===== src/rtl/key_mode_latch_pkg.sv =====
// Shared types and constants for the push-button mode latch.
// Holds debounce FSM encodings, the all-dark code and the default window.
package key_mode_latch_pkg;

  typedef enum logic [1:0] {
    ST_IDLE         = 2'd0,
    ST_PRESS_WAIT   = 2'd1,
    ST_PRESSED      = 2'd2,
    ST_RELEASE_WAIT = 2'd3
  } filt_state_e;

  localparam logic [3:0] KEY_OFF    = 4'b1111;
  localparam int         CNT_DB_DEF = 1_000_000;

  // Mode code that pulls only key idx low.
  function automatic logic [3:0] one_hot_low(input logic [1:0] idx);
    return ~(4'b0001 << idx);
  endfunction

endpackage


===== src/rtl/key_mode_latch_if.sv =====
// Button-side bus: raw active-low keys in, latched mode code and press strobes out.
interface key_mode_latch_if;
  logic [3:0] key_in;
  logic [3:0] key_out;
  logic [3:0] key_flag;

  modport master (output key_in, input key_out, input key_flag);
  modport slave  (input key_in, output key_out, output key_flag);
endinterface


===== src/rtl/key_mode_latch_filter.sv =====
// One-button debouncer: 2-FF synchronizer, press/release FSM with window counter.
// fire is the combinational press decision; flag is its registered one-cycle strobe.
module key_filter
  import key_mode_latch_pkg::*;
#(
  parameter int CNT_DB = CNT_DB_DEF,
  parameter int CNT_W  = 20
) (
  input  logic clk,
  input  logic rst_n,
  input  logic key_raw,
  output logic flag,
  output logic fire
);

  localparam logic [CNT_W-1:0] CNT_LAST = CNT_W'(CNT_DB - 1);

  logic [1:0]       sync;
  logic             level;
  filt_state_e      state, state_nx;
  logic [CNT_W-1:0] cnt, cnt_nx;

  assign level = sync[1];

  always_ff @(posedge clk or negedge rst_n) begin
    if (!rst_n) begin
      sync  <= 2'b11;
      state <= ST_IDLE;
      cnt   <= '0;
      flag  <= 1'b0;
    end else begin
      sync  <= {sync[0], key_raw};
      state <= state_nx;
      cnt   <= cnt_nx;
      flag  <= fire;
    end
  end

  always_comb begin
    state_nx = state;
    cnt_nx   = cnt;
    fire     = 1'b0;
    case (state)
      ST_IDLE: begin
        cnt_nx = '0;
        if (!level) state_nx = ST_PRESS_WAIT;
      end
      ST_PRESS_WAIT: begin
        if (level) begin
          cnt_nx   = '0;
          state_nx = ST_IDLE;
        end else if (cnt == CNT_LAST) begin
          cnt_nx   = '0;
          state_nx = ST_PRESSED;
          fire     = 1'b1;
        end else begin
          cnt_nx = cnt + 1'b1;
        end
      end
      ST_PRESSED: begin
        cnt_nx = '0;
        if (level) state_nx = ST_RELEASE_WAIT;
      end
      ST_RELEASE_WAIT: begin
        // Release is silent; a bounce simply falls back to PRESSED.
        if (!level) begin
          cnt_nx   = '0;
          state_nx = ST_PRESSED;
        end else if (cnt == CNT_LAST) begin
          cnt_nx   = '0;
          state_nx = ST_IDLE;
        end else begin
          cnt_nx = cnt + 1'b1;
        end
      end
      default: begin
        cnt_nx   = '0;
        state_nx = ST_IDLE;
      end
    endcase
  end

endmodule


===== src/rtl/key_mode_latch.sv =====
// Four debounced buttons feeding a sticky one-hot-low mode latch; same key toggles off.
// key_out updates on the edge that raises key_flag; lowest-index press wins a tie.
module key_mode_latch
  import key_mode_latch_pkg::*;
#(
  parameter int CNT_DB = CNT_DB_DEF,
  parameter int CNT_W  = 20
) (
  input logic             clk,
  input logic             rst_n,
  key_mode_latch_if.slave bus
);

  logic [3:0] fire;
  logic [3:0] flag;
  logic [3:0] key_out_q, key_out_nx;

  for (genvar g = 0; g < 4; g++) begin : g_key
    key_filter #(
      .CNT_DB (CNT_DB),
      .CNT_W  (CNT_W)
    ) u_filter (
      .clk     (clk),
      .rst_n   (rst_n),
      .key_raw (bus.key_in[g]),
      .flag    (flag[g]),
      .fire    (fire[g])
    );
  end

  always_comb begin
    logic found;
    found      = 1'b0;
    key_out_nx = key_out_q;
    for (int i = 0; i < 4; i++) begin
      if (fire[i] && !found) begin
        found      = 1'b1;
        key_out_nx = (key_out_q == one_hot_low(2'(i))) ? KEY_OFF : one_hot_low(2'(i));
      end
    end
  end

  always_ff @(posedge clk or negedge rst_n) begin
    if (!rst_n) key_out_q <= KEY_OFF;
    else        key_out_q <= key_out_nx;
  end

  assign bus.key_out  = key_out_q;
  assign bus.key_flag = flag;

endmodule


===== src/flat_wrapper.sv =====
// flat-port wrapper written by rule: the top's interface ports become plain ports
module key_mode_latch_flat import key_mode_latch_pkg::*;
#(
  parameter int CNT_DB = CNT_DB_DEF,
  parameter int CNT_W  = 20
)
  (clk, rst_n, bus_key_in, bus_key_out, bus_key_flag);
  key_mode_latch_if bus_i ();
  input logic clk;
  input logic rst_n;
  input wire logic [$bits(bus_i.key_in)-1:0] bus_key_in;
  output wire logic [$bits(bus_i.key_out)-1:0] bus_key_out;
  output wire logic [$bits(bus_i.key_flag)-1:0] bus_key_flag;
  assign bus_i.key_in = bus_key_in;
  assign bus_key_out = bus_i.key_out;
  assign bus_key_flag = bus_i.key_flag;
  key_mode_latch #(.CNT_DB(CNT_DB), .CNT_W(CNT_W)) u_core (.clk(clk), .rst_n(rst_n), .bus(bus_i));
endmodule

===== config.mk =====
export PLATFORM = sky130hd
export DESIGN_NAME = key_mode_latch_flat
export DESIGN_NICKNAME = d
export VERILOG_FILES = /design/src/rtl/key_mode_latch_pkg.sv /design/src/rtl/key_mode_latch_if.sv /design/src/rtl/key_mode_latch_filter.sv /design/src/rtl/key_mode_latch.sv /design/src/flat_wrapper.sv
export SDC_FILE = /design/constraint.sdc
export NUM_CORES = 1
export LEC_CHECK = 0
export CAP_MARGIN = 0
export CORE_MARGIN = 2
export CORE_UTILIZATION = 30
export CTS_BUF_LIST = sky130_fd_sc_hd__clkbuf_2 sky130_fd_sc_hd__clkbuf_4 sky130_fd_sc_hd__clkbuf_8
export DETAILED_ROUTE_END_ITERATION = 8
export HOLD_SLACK_MARGIN = 0.02
export PLACE_DENSITY = 0.55
export SLEW_MARGIN = 40
export SYNTH_ARGS = -nofsm -noshare
export SYNTH_HDL_FRONTEND = slang
export SYNTH_SLANG_ARGS = --single-unit

===== constraint.sdc =====
create_clock -name clk -period 4.1 [get_ports clk]
set_clock_uncertainty 0.15 [all_clocks]
set_input_delay 0.82 -clock clk [delete_from_list [all_inputs] [get_ports clk]]
set_output_delay 0.82 -clock clk [all_outputs]
set_load 0.02 [all_outputs]

; Word-level counts from Yosys, hierarchy flattened
; Index checks and enable logic that the tools add are counted.
[totals]
ff_bits = 104
in_bits = 6
out_inout_bits = 8
word_cells = 143
[classes]
n_addsub = 4
n_eq_ne = 36
mux = 67
n_reduce_logical = 19
[op_table]
columns = operator, count
row1 = two-way mux 20 bit, 12
row2 = one-hot mux 20 bit (3 select lines), 4
row3 = adder 20 x 1 -> 20 bit (second input constant), 4
row4 = equality test 20 bit (second input constant), 4
row5 = two-way mux 2 bit, 25
row6 = one-hot mux 2 bit (4 select lines), 4
row7 = != test 3 bit (second input constant), 8
row8 = two-way mux 4 bit, 5
row9 = equality test 2 bit (second input constant), 8
row10 = two-way mux 1 bit, 16
row11 = != test 2 bit (second input constant), 8
row12 = AND reduction 4 bit, 4
row13 = equality test 4 bit (second input constant), 3
row14 = equality test 2 x 1 -> 1 bit (second input constant), 4
row15 = zero test 2 bit, 4
row16 = OR reduction 2 bit, 4
row17 = equality test 4 x 3 -> 1 bit (second input constant), 1
row18 = nonzero test 4 bit, 1
row19 = logical AND 1 bit, 3
row20 = zero test 1 bit, 3
row21 = two-way mux 3 bit, 1

; Depth between registers and ports, before layout
; Gate-level depths: netlist of run 1.
[depth]
depth_word = 14
mapped_depth = 8
ltp_nobuf = 6

; By module
; From an unflattened synthesis of run 1, not the netlist that was laid out.
[unflattened]
hier_cells = 486
hier_area_um2 = 4912.2
[modules_own_cells]
columns = mod, instances, cells_each, area_per_inst_um2, seq_area_each_um2
row1 = key_filter at u_core.g_key[0].u_filter ..., 3, 116, 1168.6, 628.1
row2 = key_filter at u_core.g_key[3].u_filter, 1, 118, 1193.6, 628.1
row3 = key_mode_latch, 1, 20, 212.7, 105.1

; Least setup slack after synthesis of run 1
; No wires, ideal clock.
[synth_timing]
path_kind = reg2reg
startpoint = register u_core.g_key[0].u_filter.cnt[13]
endpoint = register u_core.g_key[0].u_filter.cnt[11]
setup_ns = 0.119
arrival_time_ns = 1.813
t_required_ns = 3.831
setup_slack_ns = 2.018
path_stages_with_launch = 8
path_buffers = 2
period_less_slack_ns = 2.082
path_cell_list = dfrtp_1 > or4_1 > or4_1 > nor2_1 > or2_1 > buf_6 > buf_12 > nor2_1
[synth_via]
elab_chain_cells = 4
word_cells_on_any_way = 5
classes_between = eq/ne: 1 / mux: 4
[synth_rtl]
columns = element, line_no
row1 = from (decl), key_mode_latch_filter.sv:21  ; logic [CNT_W-1:0] cnt, cnt_nx;
row2 = from (signal assigned), key_mode_latch_filter.sv:34  ; cnt <= cnt_nx;
row3 = equality test 20 bit *, "key_mode_latch_filter.sv:52, key_mode_latch_filter.sv:69"
row4 = two-way mux 20 bit *, "key_mode_latch_filter.sv:52, key_mode_latch_filter.sv:69"
row5 = "two-way mux 20 bit, on equally long branches", "key_mode_latch_filter.sv:66, key_mode_latch_filter.sv:49"
row6 = one-hot mux 20 bit (3 select lines) *, key_mode_latch_filter.sv:43  ; case (state)
row7 = named net u_core.g_key[0].u_filter.cnt_nx[11], key_mode_latch_filter.sv:21
; The timed path passes the listed nets; every way through them passes the cells marked *.
; A chain may end at the register's enable or synchronous reset.

; Worst setup path after layout of run 1
[layout_timing]
startpoint = register u_core.key_out_q[1] (netlist: u_core.bus.key_out[1])
endpoint = output bus_key_out[1]
[layout_rtl]
columns = element, line_no
row1 = from (decl), key_mode_latch.sv:16  ; logic [3:0] key_out_q, key_out_nx;
row2 = from (signal assigned), key_mode_latch.sv:45  ; else key_out_q <= key_out_nx;
row3 = to (decl), flat_wrapper.sv:12  ; output wire logic [$bits(bus_i.key_out)-1:0] bus_key_out;
; No word-level cell between the ends.

==> results of run 1 <==
[synthesized netlist by cell type]
library cell                  n
sky130_fd_sc_hd__a21boi_0     1
sky130_fd_sc_hd__a21o_1       1
sky130_fd_sc_hd__a21oi_1      1
sky130_fd_sc_hd__a31oi_1      1
sky130_fd_sc_hd__and2_1       4
sky130_fd_sc_hd__and3_1       7
sky130_fd_sc_hd__and3_2       1
sky130_fd_sc_hd__and3b_1      1
sky130_fd_sc_hd__and4_1      11
sky130_fd_sc_hd__buf_12       1
sky130_fd_sc_hd__buf_2        2
sky130_fd_sc_hd__buf_4        4
sky130_fd_sc_hd__buf_6        1
sky130_fd_sc_hd__clkbuf_1     6
sky130_fd_sc_hd__dfrtp_1     92
sky130_fd_sc_hd__dfstp_2     12
sky130_fd_sc_hd__ha_1         4
sky130_fd_sc_hd__inv_1       14
sky130_fd_sc_hd__mux2i_1      5
sky130_fd_sc_hd__nand2_1     38
sky130_fd_sc_hd__nand2b_1     1
sky130_fd_sc_hd__nand3_1     30
sky130_fd_sc_hd__nand3b_1     2
sky130_fd_sc_hd__nand4_1     14
sky130_fd_sc_hd__nand4b_1     4
sky130_fd_sc_hd__nor2_1     111
sky130_fd_sc_hd__nor3_1      16
sky130_fd_sc_hd__nor3_2       1
sky130_fd_sc_hd__nor4_1       5
sky130_fd_sc_hd__nor4_2       1
sky130_fd_sc_hd__nor4b_1      4
sky130_fd_sc_hd__nor4bb_1     2
sky130_fd_sc_hd__o2111ai_1    1
sky130_fd_sc_hd__o21ai_0      2
sky130_fd_sc_hd__or2_1        1
sky130_fd_sc_hd__or2_2        2
sky130_fd_sc_hd__or2b_1       1
sky130_fd_sc_hd__or3_1        2
sky130_fd_sc_hd__or4_1        6
sky130_fd_sc_hd__or4b_1       2
sky130_fd_sc_hd__xnor2_1     45
sky130_fd_sc_hd__xor2_1      30
[registers in the layout, summed over array words and instances, names as in the netlist, named ones only]
name and flops:
u_core.bus.key_out 4, u_core.g_key.u_filter.cnt 80, u_core.g_key.u_filter.flag 4, u_core.g_key.u_filter.state 4, u_core.g_key.u_filter.sync 8
[worst max path at each step]
stage | slack [ns] | depth (start not counted) | from | to
2_1_floorplan | 2.02 | 7 | u_core.g_key[0].u_filter.cnt[13] | u_core.g_key[0].u_filter.cnt[11]
3_3_place_gp | 1.68 | 5 | u_core.g_key[0].u_filter.cnt[13] | u_core.g_key[0].u_filter.cnt[16]
3_5_place_dp | 1.64 | 5 | u_core.g_key[0].u_filter.cnt[12] | u_core.g_key[0].u_filter.cnt[7]
4_1_cts | 1.50 | 1 | u_core.bus.key_out[1] | bus_key_out[1]
5_1_grt | 1.44 | 5 | u_core.g_key[0].u_filter.cnt[13] | u_core.g_key[0].u_filter.cnt[7]
6_report | 1.54 | 1 | u_core.bus.key_out[1] | bus_key_out[1]
[where the power goes]
group	internal, mW	switching (mW)	total (mW)
Clock	0.289	0.374	0.663
Combinational	0.0136	0.0383	0.0519
Sequential	1.04	0.00814	1.05
Total	1.34	0.421	1.76
[cells by family after synthesis]
| logic type | after synthesis | synth area share |
|---|---|---|
| buf+inv | 28 | 0.0299 |
| compound gates | 7 | 0.00921 |
| flops | 104 | 0.535 |
| simple gates | 267 | 0.271 |
| xor+xnor | 75 | 0.134 |
| mux | 5 | 0.0102 |
| fa+ha+maj | 4 | 0.0102 |
[worst register-to-register path, cell delays in order, from the launching register on]
cell and delay, ns:
sky130_fd_sc_hd__dfrtp_1 0.44, sky130_fd_sc_hd__or4_1 0.49, sky130_fd_sc_hd__or4_1 0.44, sky130_fd_sc_hd__nor2_1 0.15, sky130_fd_sc_hd__or2_1 0.56, sky130_fd_sc_hd__nor2_1 0.13
[metal layers]
metal,global-route usage,up-vias
li1,-,1670
met1,0.137,1619
met2,0.186,36
met3,0.0305,9
met4,0.0399,0
met5,0,-
[layout make-up]
| type | instances | area [um2] |
|---|---|---|
| inverters | 14 | 52.6 |
| well taps | 216 | 270 |
| multi-input cells | 358 | 2130 |
| repair buffers | 16 | 154 |
| fillers | 1648 | 10500 |
| clock buffers | 9 | 124 |
| flip-flops and latches | 104 | 2620 |
| clock inverters | 7 | 77.6 |
[per-stage QoR]
step | utilization | worst slack [ns] | std cells | area (um2)
CTS | 0.341 | 1.50 | 723 | 5410
detailed placement | 0.328 | 1.64 | 707 | 5210
global placement | 0.328 | 1.68 | 707 | 5210
floorplan | - | 2.02 | 490 | 4890
finish | 0.342 | 1.54 | 724 | 5430
global route | 0.342 | 1.44 | 724 | 5430
==> flow_summary.html, run 1 <==
<table>
<tr><th>Metric</th><th>Value</th></tr>
<tr><th colspan="2">Drt</th></tr>
<tr><td>Wirelength, routed</td><td>roughly 8.9 mm</td></tr>
<tr><td>Via count of the routed design</td><td>between 3000 and 4000</td></tr>
<tr><td>Highest routed metal layer</td><td>met4</td></tr>
<tr><td>First DRT Iteration DRCs</td><td>180</td></tr>
<tr><td>Average detailed-routed wire length per instance</td><td>around 12 um</td></tr>
<tr><td>Number of design rule violations left after detail routing</td><td>0</td></tr>
<tr><td>Post-detailed-route count of antenna-violating nets</td><td>0</td></tr>
<tr><td>Routed length on met3</td><td>~240 um</td></tr>
<tr><td>Total length of routed met2 wires</td><td>4.27 mm</td></tr>
<tr><td>Via-to-Cell Ratio</td><td>~4.6</td></tr>
<tr><td>Wire length on met1</td><td>around 4.3 mm</td></tr>
<tr><td>Total iterations of the first detailed-routing run</td><td>4</td></tr>
<tr><th colspan="2">STA</th></tr>
<tr><td>Final hold viol count</td><td>0</td></tr>
<tr><td>Final-layout worst hold slack</td><td>about 0.21 ns</td></tr>
<tr><td>Fin crit period</td><td>2.56 ns</td></tr>
<tr><td>Fraction of the cycle the final worst path needs</td><td>0.623</td></tr>
<tr><td>Setup violation total in the final timing report</td><td>0</td></tr>
<tr><td>Transition time at the pin with the least slew margin</td><td>~0.69 ns</td></tr>
<tr><td>Total count of max-transition violations in the final report</td><td>0</td></tr>
<tr><td>Final-layout setup total negative slack</td><td>0 ns</td></tr>
<tr><td>Upper clock frequency limit</td><td>just under 400 MHz</td></tr>
<tr><td>Setup repair after global routing missed its margin</td><td>false</td></tr>
<tr><td>Headroom to the max-slew limit</td><td>0.536</td></tr>
<tr><th colspan="2">Clock tree</th></tr>
<tr><td>CTS tree</td><td>built</td></tr>
<tr><td>Clock latency on the worst-skew pair</td><td>~0.38 ns</td></tr>
<tr><td>Total CTS buffers</td><td>9</td></tr>
<tr><td>Postcts setup bufs</td><td>0</td></tr>
<tr><td>Worst-path clk slew</td><td>~0.10 ns</td></tr>
<tr><td>Post-cts sizing count</td><td>0</td></tr>
<tr><td>Total clock sinks</td><td>roughly 100</td></tr>
<tr><td>Number of H-tree levels</td><td>3</td></tr>
<tr><td>Clk root buf</td><td>sky130_fd_sc_hd__clkbuf_8</td></tr>
<tr><td>Maximum buffer depth of the clock tree</td><td>2</td></tr>
<tr><td>Cts hold-fix bufs</td><td>0</td></tr>
<tr><th colspan="2">Placement</th></tr>
<tr><td>Final weighted congestion of routability-driven global placement</td><td>0.744</td></tr>
<tr><td>Port-buffer cells</td><td>13</td></tr>
<tr><td>Dpl hpwl</td><td>6.03 mm</td></tr>
<tr><th colspan="2">Logic synthesis</th></tr>
<tr><td>Count of synthesis-stage warnings from yosys</td><td>0</td></tr>
<tr><td>Number of synthesized register bits</td><td>~100</td></tr>
<tr><td>Synthesized netlist cell count</td><td>490</td></tr>
<tr><td>Sequential share of the synthesized area</td><td>0.535</td></tr>
<tr><td>Cell type contributing the most total cell area after synthesis</td><td>sky130_fd_sc_hd__dfrtp_1</td></tr>
<tr><td>Fraction of post-synthesis cell area in the top cell type by area</td><td>0.470</td></tr>
<tr><td>Syn_nets</td><td>500</td></tr>
<tr><td>Mean area per synthesized cell</td><td>roughly 10 um2</td></tr>
<tr><td>Cell area after synthesis</td><td>between 0.004 and 0.005 mm2</td></tr>
<tr><td>Ranking of synthesized cells by area</td><td>sky130_fd_sc_hd__dfrtp_1 (47%), sky130_fd_sc_hd__nor2_1 (8.5%), sky130_fd_sc_hd__xnor2_1 (8.1%)</td></tr>
<tr><td>Number of different library cells in the post-synthesis netlist</td><td>42</td></tr>
<tr><th colspan="2">Status</th></tr>
<tr><td>Status</td><td>complete, no violations</td></tr>
<tr><th colspan="2">Global routing</th></tr>
<tr><td>Global-route wire length before repair</td><td>around 16 mm</td></tr>
<tr><td>Largest net degree at the start of global routing</td><td>54</td></tr>
<tr><td>Initial antenna violation count</td><td>0</td></tr>
<tr><td>Total global routing overflow</td><td>0</td></tr>
<tr><td>Total Routing Usage GR</td><td>0.111</td></tr>
<tr><td>Via count of the first global-routing pass</td><td>about 3400</td></tr>
<tr><th colspan="2">Cells and area</th></tr>
<tr><td>Area Growth Syn to Fin</td><td>10.9%</td></tr>
<tr><td>Antenna fix cells</td><td>0</td></tr>
<tr><td>Top library cells by usage in the layout, fill and taps aside</td><td>sky130_fd_sc_hd__nor2_1 (111), sky130_fd_sc_hd__dfrtp_1 (92), sky130_fd_sc_hd__xnor2_1 (45)</td></tr>
<tr><td># nets final</td><td>slightly above 500</td></tr>
<tr><td>Share of cells above drive strength 1</td><td>0.0728</td></tr>
<tr><td>Most frequent standard cell in the layout excluding fill and tap cells</td><td>sky130_fd_sc_hd__nor2_1</td></tr>
<tr><th colspan="2">Power</th></tr>
<tr><td>Power consumption</td><td>between 1.5 and 2 mW</td></tr>
<tr><td>Maximum VDD drop</td><td>around 0.00019 V</td></tr>
<tr><td>Pwr per Cell Area</td><td>around 320 mW/mm2</td></tr>
<tr><td>Leak pwr</td><td>around 2.1 nW</td></tr>
<tr><th colspan="2">Setup path</th></tr>
<tr><td>Slowest library cell on the worst path</td><td>sky130_fd_sc_hd__clkdlybuf4s50_1</td></tr>
<tr><td>Worst setup slack for register-to-register paths</td><td>1.61 ns</td></tr>
<tr><td>Worst path buffer plus inverter count</td><td>1</td></tr>
<tr><td>Worst Path Max Fanout</td><td>6</td></tr>
<tr><td>Kind of end point of the critical path</td><td>output pin</td></tr>
<tr><td>Family with the most delay on the worst path</td><td>buffers and inverters</td></tr>
<tr><td>Worst reg-to-reg path cell count</td><td>5</td></tr>
<tr><td>CP max stage delay</td><td>between 0.6 and 0.7 ns</td></tr>
<tr><td>Worst Path Required</td><td>3.13 ns</td></tr>
<tr><td>Reg-to-Reg Start</td><td>u_core.g_key[0].u_filter.cnt[12]</td></tr>
<tr><td>Critical Setup Path Class</td><td>flip-flop to output pin</td></tr>
<tr><td>Kind of start point of the critical path</td><td>flip-flop</td></tr>
<tr><td>Worst r2r dst</td><td>u_core.g_key[0].u_filter.cnt[7]</td></tr>
<tr><td>Critical path, cell by cell</td><td>clkdlybuf4s50_1</td></tr>
<tr><td>Arrival time worst endpoint</td><td>around 1.6 ns</td></tr>
<tr><th colspan="2">Job</th></tr>
<tr><td>Max-cap viol count</td><td>0</td></tr>
<tr><th colspan="2">Worst hold path</th></tr>
<tr><td>Hold Startpoint</td><td>u_core.g_key[1].u_filter.sync[0]</td></tr>
<tr><td>Worst-case hold path end point</td><td>u_core.g_key[1].u_filter.sync[1]</td></tr>
<tr><td>Number of cells on the worst hold path</td><td>0</td></tr>
<tr><td>Worst hold-check path type</td><td>flip-flop to flip-flop</td></tr>
<tr><th colspan="2">Floorplanning</th></tr>
<tr><td>Placement row count</td><td>46</td></tr>
<tr><td>I/O Pins</td><td>14</td></tr>
<tr><td>Area of the core region</td><td>0.0159 mm2</td></tr>
<tr><td>DIE AREA</td><td>0.0173 mm2</td></tr>
<tr><td>Starting utilization of the core area</td><td>0.308</td></tr>
<tr><td>Die span in y</td><td>~130 um</td></tr>
<tr><td>Die extent in x</td><td>about 130 um</td></tr>
</table>
No activity file was read; power rests on OpenSTA's default activity.
==> run 2, diff against run 1 <==
--- a/config.mk
+++ b/config.mk
@@ -11,7 +11,7 @@
 export CTS_BUF_LIST = sky130_fd_sc_hd__clkbuf_2 sky130_fd_sc_hd__clkbuf_4 sky130_fd_sc_hd__clkbuf_8
 export DETAILED_ROUTE_END_ITERATION = 8
 export HOLD_SLACK_MARGIN = 0.02
-export PLACE_DENSITY = 0.55
+export PLACE_DENSITY = 0.56
 export SLEW_MARGIN = 40
 export SYNTH_ARGS = -nofsm -noshare
 export SYNTH_HDL_FRONTEND = slang
==> constraint.sdc (replaced) <==
create_clock -name clk -period 2.06 [get_ports clk]
set_clock_uncertainty 0.15 [all_clocks]
set_input_delay 0.412 -clock clk [delete_from_list [all_inputs] [get_ports clk]]
set_output_delay 0.412 -clock clk [all_outputs]
set_load 0.02 [all_outputs]
==> flow_summary.html, run 2 (synthesized netlist as in run 1, its figures left out) <==
<table>
<tr><th>Metric</th><th>Value</th></tr>
<tr><th colspan="2">STA</th></tr>
<tr><td>Total count of max-transition violations in the final report</td><td>0 (unchanged)</td></tr>
<tr><td>Headroom to the max-slew limit</td><td>0.714 (+0.178)</td></tr>
<tr><td>Fin crit period</td><td>around 2.1 ns</td></tr>
<tr><td>Upper clock frequency limit</td><td>around 480 MHz</td></tr>
<tr><td>Final hold viol count</td><td>0 (unchanged)</td></tr>
<tr><td>Transition time at the pin with the least slew margin</td><td>0.426 ns (-0.265 ns)</td></tr>
<tr><td>Worst setup margin</td><td>-0.0234 ns (-1.57 ns)</td></tr>
<tr><td>Setup repair after global routing missed its margin</td><td>true</td></tr>
<tr><td>Fraction of the cycle the final worst path needs</td><td>1.01</td></tr>
<tr><td>Setup violation total in the final timing report</td><td>12 (+12)</td></tr>
<tr><th colspan="2">Cells and area</th></tr>
<tr><td>Register with the highest flop count</td><td>u_core.g_key.u_filter.cnt</td></tr>
<tr><td>FF+latch area</td><td>0.00262 mm2 (unchanged)</td></tr>
<tr><td>Fill cell total of the finished layout</td><td>1619 (-1.8%)</td></tr>
<tr><td>Leading registers by flop count</td><td>u_core.g_key.u_filter.cnt: 80 flops, u_core.g_key.u_filter.sync: 8 flops</td></tr>
<tr><td>Top library cells by usage in the layout, fill and taps aside</td><td>sky130_fd_sc_hd__nor2_1 (109), sky130_fd_sc_hd__dfrtp_1 (92), sky130_fd_sc_hd__xnor2_1 (45)</td></tr>
<tr><td>Antenna fix cells</td><td>0 (unchanged)</td></tr>
<tr><td>Share of cells above drive strength 1</td><td>0.139 (+0.0663)</td></tr>
<tr><td>Number of non-filler instances in the completed layout</td><td>748 (+3.3%)</td></tr>
<tr><td>Total area of multi-input combinational cells</td><td>0.00219 mm2 (+2.9%)</td></tr>
<tr><td>Number of flip-flops in the largest register</td><td>80 (unchanged)</td></tr>
<tr><td># nets final</td><td>537 (+4.7%)</td></tr>
<tr><td>Most frequent standard cell in the layout excluding fill and tap cells</td><td>sky130_fd_sc_hd__nor2_1</td></tr>
<tr><td>Area Growth Syn to Fin</td><td>18.4%</td></tr>
<tr><th colspan="2">Placement</th></tr>
<tr><td>Worst setup slack after placement</td><td>-0.0401 ns (-1.68 ns)</td></tr>
<tr><td>Number of placed cells counting well taps</td><td>726 (+2.7%)</td></tr>
<tr><td>Port-buffer cells</td><td>13 (unchanged)</td></tr>
<tr><td>Final weighted congestion of routability-driven global placement</td><td>0.799 (+7.5%)</td></tr>
<tr><td>Dpl hpwl</td><td>6.32 mm (+4.9%)</td></tr>
<tr><th colspan="2">Drt</th></tr>
<tr><td>Post-detailed-route count of antenna-violating nets</td><td>0 (unchanged)</td></tr>
<tr><td>Total iterations of the first detailed-routing run</td><td>4 (unchanged)</td></tr>
<tr><td>Number of design rule violations left after detail routing</td><td>0 (unchanged)</td></tr>
<tr><td>Average detailed-routed wire length per instance</td><td>12.5 um (+1.6%)</td></tr>
<tr><td>First DRT Iteration DRCs</td><td>255 (+42%)</td></tr>
<tr><td>Via-to-Cell Ratio</td><td>4.60 (about the same)</td></tr>
<tr><td>Via count of the routed design</td><td>3442 (+3.2%)</td></tr>
<tr><td>Wirelength, routed</td><td>9.38 mm (+4.9%)</td></tr>
<tr><th colspan="2">Global routing</th></tr>
<tr><td>Via count of the first global-routing pass</td><td>3505 (+3.7%)</td></tr>
<tr><td>Largest net degree at the start of global routing</td><td>46 (-15%)</td></tr>
<tr><td>Initial antenna violation count</td><td>0 (unchanged)</td></tr>
<tr><td>Total global routing overflow</td><td>0 (unchanged)</td></tr>
<tr><td>Global-route wire length before repair</td><td>16.5 mm (+4.4%)</td></tr>
<tr><td>Total Routing Usage GR</td><td>0.116 (+0.00537)</td></tr>
<tr><th colspan="2">Floorplanning</th></tr>
<tr><td>Area of the core region</td><td>0.0159 mm2 (unchanged)</td></tr>
<tr><td>Starting utilization of the core area</td><td>0.308 (unchanged)</td></tr>
<tr><td>Placement row count</td><td>46 (unchanged)</td></tr>
<tr><td>I/O Pins</td><td>14 (unchanged)</td></tr>
<tr><td>Die extent in x</td><td>132 um (unchanged)</td></tr>
<tr><td>Die span in y</td><td>132 um (unchanged)</td></tr>
<tr><td>DIE AREA</td><td>0.0173 mm2 (unchanged)</td></tr>
<tr><th colspan="2">Setup path</th></tr>
<tr><td>Kind of end point of the critical path</td><td>flip-flop</td></tr>
<tr><td>Worst Path Max Fanout</td><td>9 (+3)</td></tr>
<tr><td>Kind of start point of the critical path</td><td>flip-flop</td></tr>
<tr><td>Critical Setup Path Class</td><td>flip-flop to flip-flop</td></tr>
<tr><td>Arrival time worst endpoint</td><td>2.21 ns (+0.62 ns)</td></tr>
<tr><td>Worst Path Required</td><td>2.19 ns (-0.94 ns)</td></tr>
<tr><th colspan="2">Power</th></tr>
<tr><td>Leak pwr</td><td>2.32 nW (+10%)</td></tr>
<tr><td>Power consumption</td><td>3.78 mW (+110%)</td></tr>
<tr><td>Maximum VDD drop</td><td>0.000322 V (+70%)</td></tr>
<tr><td>Pwr per Cell Area</td><td>653 mW/mm2 (+100%)</td></tr>
<tr><th colspan="2">Clock tree</th></tr>
<tr><td>Total clock sinks</td><td>104 (unchanged)</td></tr>
<tr><td>Clk root buf</td><td>sky130_fd_sc_hd__clkbuf_8</td></tr>
<tr><td>CTS tree</td><td>built</td></tr>
<tr><td>Worst-path clk slew</td><td>0.10 ns (about the same)</td></tr>
<tr><td>Total CTS buffers</td><td>9 (unchanged)</td></tr>
<tr><td>Maximum buffer depth of the clock tree</td><td>2 (unchanged)</td></tr>
<tr><td>Number of H-tree levels</td><td>3 (unchanged)</td></tr>
<tr><td>Clock latency on the worst-skew pair</td><td>0.38 ns (about the same)</td></tr>
<tr><th colspan="2">Status</th></tr>
<tr><td>Violated checks</td><td>negative setup slack</td></tr>
<tr><td>Status</td><td>complete, but fails checks</td></tr>
<tr><th colspan="2">Job</th></tr>
<tr><td>Max-cap viol count</td><td>0 (unchanged)</td></tr>
<tr><th colspan="2">Worst hold path</th></tr>
<tr><td>Worst hold-check path type</td><td>flip-flop to flip-flop</td></tr>
</table>
==> run 2: changes by cell type in the layout (fill, tap and decap cells not counted), moves of 3 or more <==
| cell | before | now |
|---|---|---|
| sky130_fd_sc_hd__buf_12 | 0 | 5 |
| sky130_fd_sc_hd__buf_4 | 3 | 21 |
| sky130_fd_sc_hd__clkdlybuf4s50_1 | 12 | 8 |
| sky130_fd_sc_hd__dlygate4sd2_1 | 0 | 4 |
| sky130_fd_sc_hd__inv_6 | 3 | 0 |
| sky130_fd_sc_hd__nor3_1 | 16 | 12 |
| sky130_fd_sc_hd__nor3_2 | 1 | 4 |
==> run 2: worst max-delay path, cell delays in order, from the launching register on <==
cell	delay (ns)
sky130_fd_sc_hd__dfrtp_1	0.39
sky130_fd_sc_hd__or4_1	0.53
sky130_fd_sc_hd__or4_4	0.45
sky130_fd_sc_hd__nor2_4	0.10
sky130_fd_sc_hd__or2_4	0.16
sky130_fd_sc_hd__clkbuf_16	0.16
sky130_fd_sc_hd__nor2_1	0.05
==> run 2: what timing repair did <==
item	4_1_cts	5_1_grt
setup endpoints to repair	26	63
hold buffers	1	0
cloned	0	1
hold endpoints to repair	21	0
gates resized for setup	7	15
pin swaps	2	5
setup buffers	0	4
==> run 2: metrics by stage <==
stage	setup TNS, ns	util	hold slack, ns	instance area, um2
2_1_floorplan	-0.0588	-	-0.0336	4890
3_3_place_gp	0	0.341	0.189	5420
3_5_place_dp	-0.645	0.341	0.197	5420
4_1_cts	-0.476	0.358	0.210	5690
5_1_grt	-1.37	0.365	0.215	5790
6_report	-0.170	0.365	0.208	5790
==> run 2: power breakdown <==
group	leakage [nW]	switching, mW	total, mW	internal (mW)
clock network	0.126	0.697	1.57	0.871
logic	0.796	0.0833	0.134	0.0509
registers	1.40	0.0153	2.08	2.07
==> run 2: area by class of cell <==
type                       instances  area share
multi-input combinational        358       0.378
inverter                          14     0.00907
tap                              216      0.0466
clock buffer                      11      0.0261
timing repair buffer              40      0.0704
sequential                       104       0.452
clock inverter                     5      0.0177
==> run 2: layer usage <==
metal	routed length [um]	part of all wire	vias to the layer above	track usage
li1	-	-	1710	-
met1	4520	0.48	1687	0.150
met2	4440	0.47	36	0.188
met3	317	0.034	9	0.0382
met4	106	0.011	0	0.0326
met5	0	0	-	0
==> run 2: final timing paths <==
kind                       cells after the start  slack [ns]                        startpoint                          endpoint
setup / recovery                               6       -0.02  u_core.g_key[0].u_filter.cnt[13]  u_core.g_key[0].u_filter.cnt[15]
max in group asynchronous                      3        0.81                             rst_n  u_core.g_key[3].u_filter.sync[1]
hold / removal                                 0        0.21  u_core.g_key[0].u_filter.sync[0]  u_core.g_key[0].u_filter.sync[1]
hold reg to reg                                0        0.21  u_core.g_key[0].u_filter.sync[0]  u_core.g_key[0].u_filter.sync[1]
setup reg to reg                               6       -0.02  u_core.g_key[0].u_filter.cnt[13]  u_core.g_key[0].u_filter.cnt[15]
min in group asynchronous                      2        0.33                             rst_n  u_core.g_key[0].u_filter.cnt[13]
==> run 3, diff against run 2 <==
--- a/config.mk
+++ b/config.mk
@@ -5,7 +5,6 @@
 export SDC_FILE = /design/constraint.sdc
 export NUM_CORES = 1
 export LEC_CHECK = 0
-export CAP_MARGIN = 0
 export CORE_MARGIN = 2
 export CORE_UTILIZATION = 30
 export CTS_BUF_LIST = sky130_fd_sc_hd__clkbuf_2 sky130_fd_sc_hd__clkbuf_4 sky130_fd_sc_hd__clkbuf_8
==> results of run 3 <==
No change in the layout: final DEF, timing and power equal those of run 2.
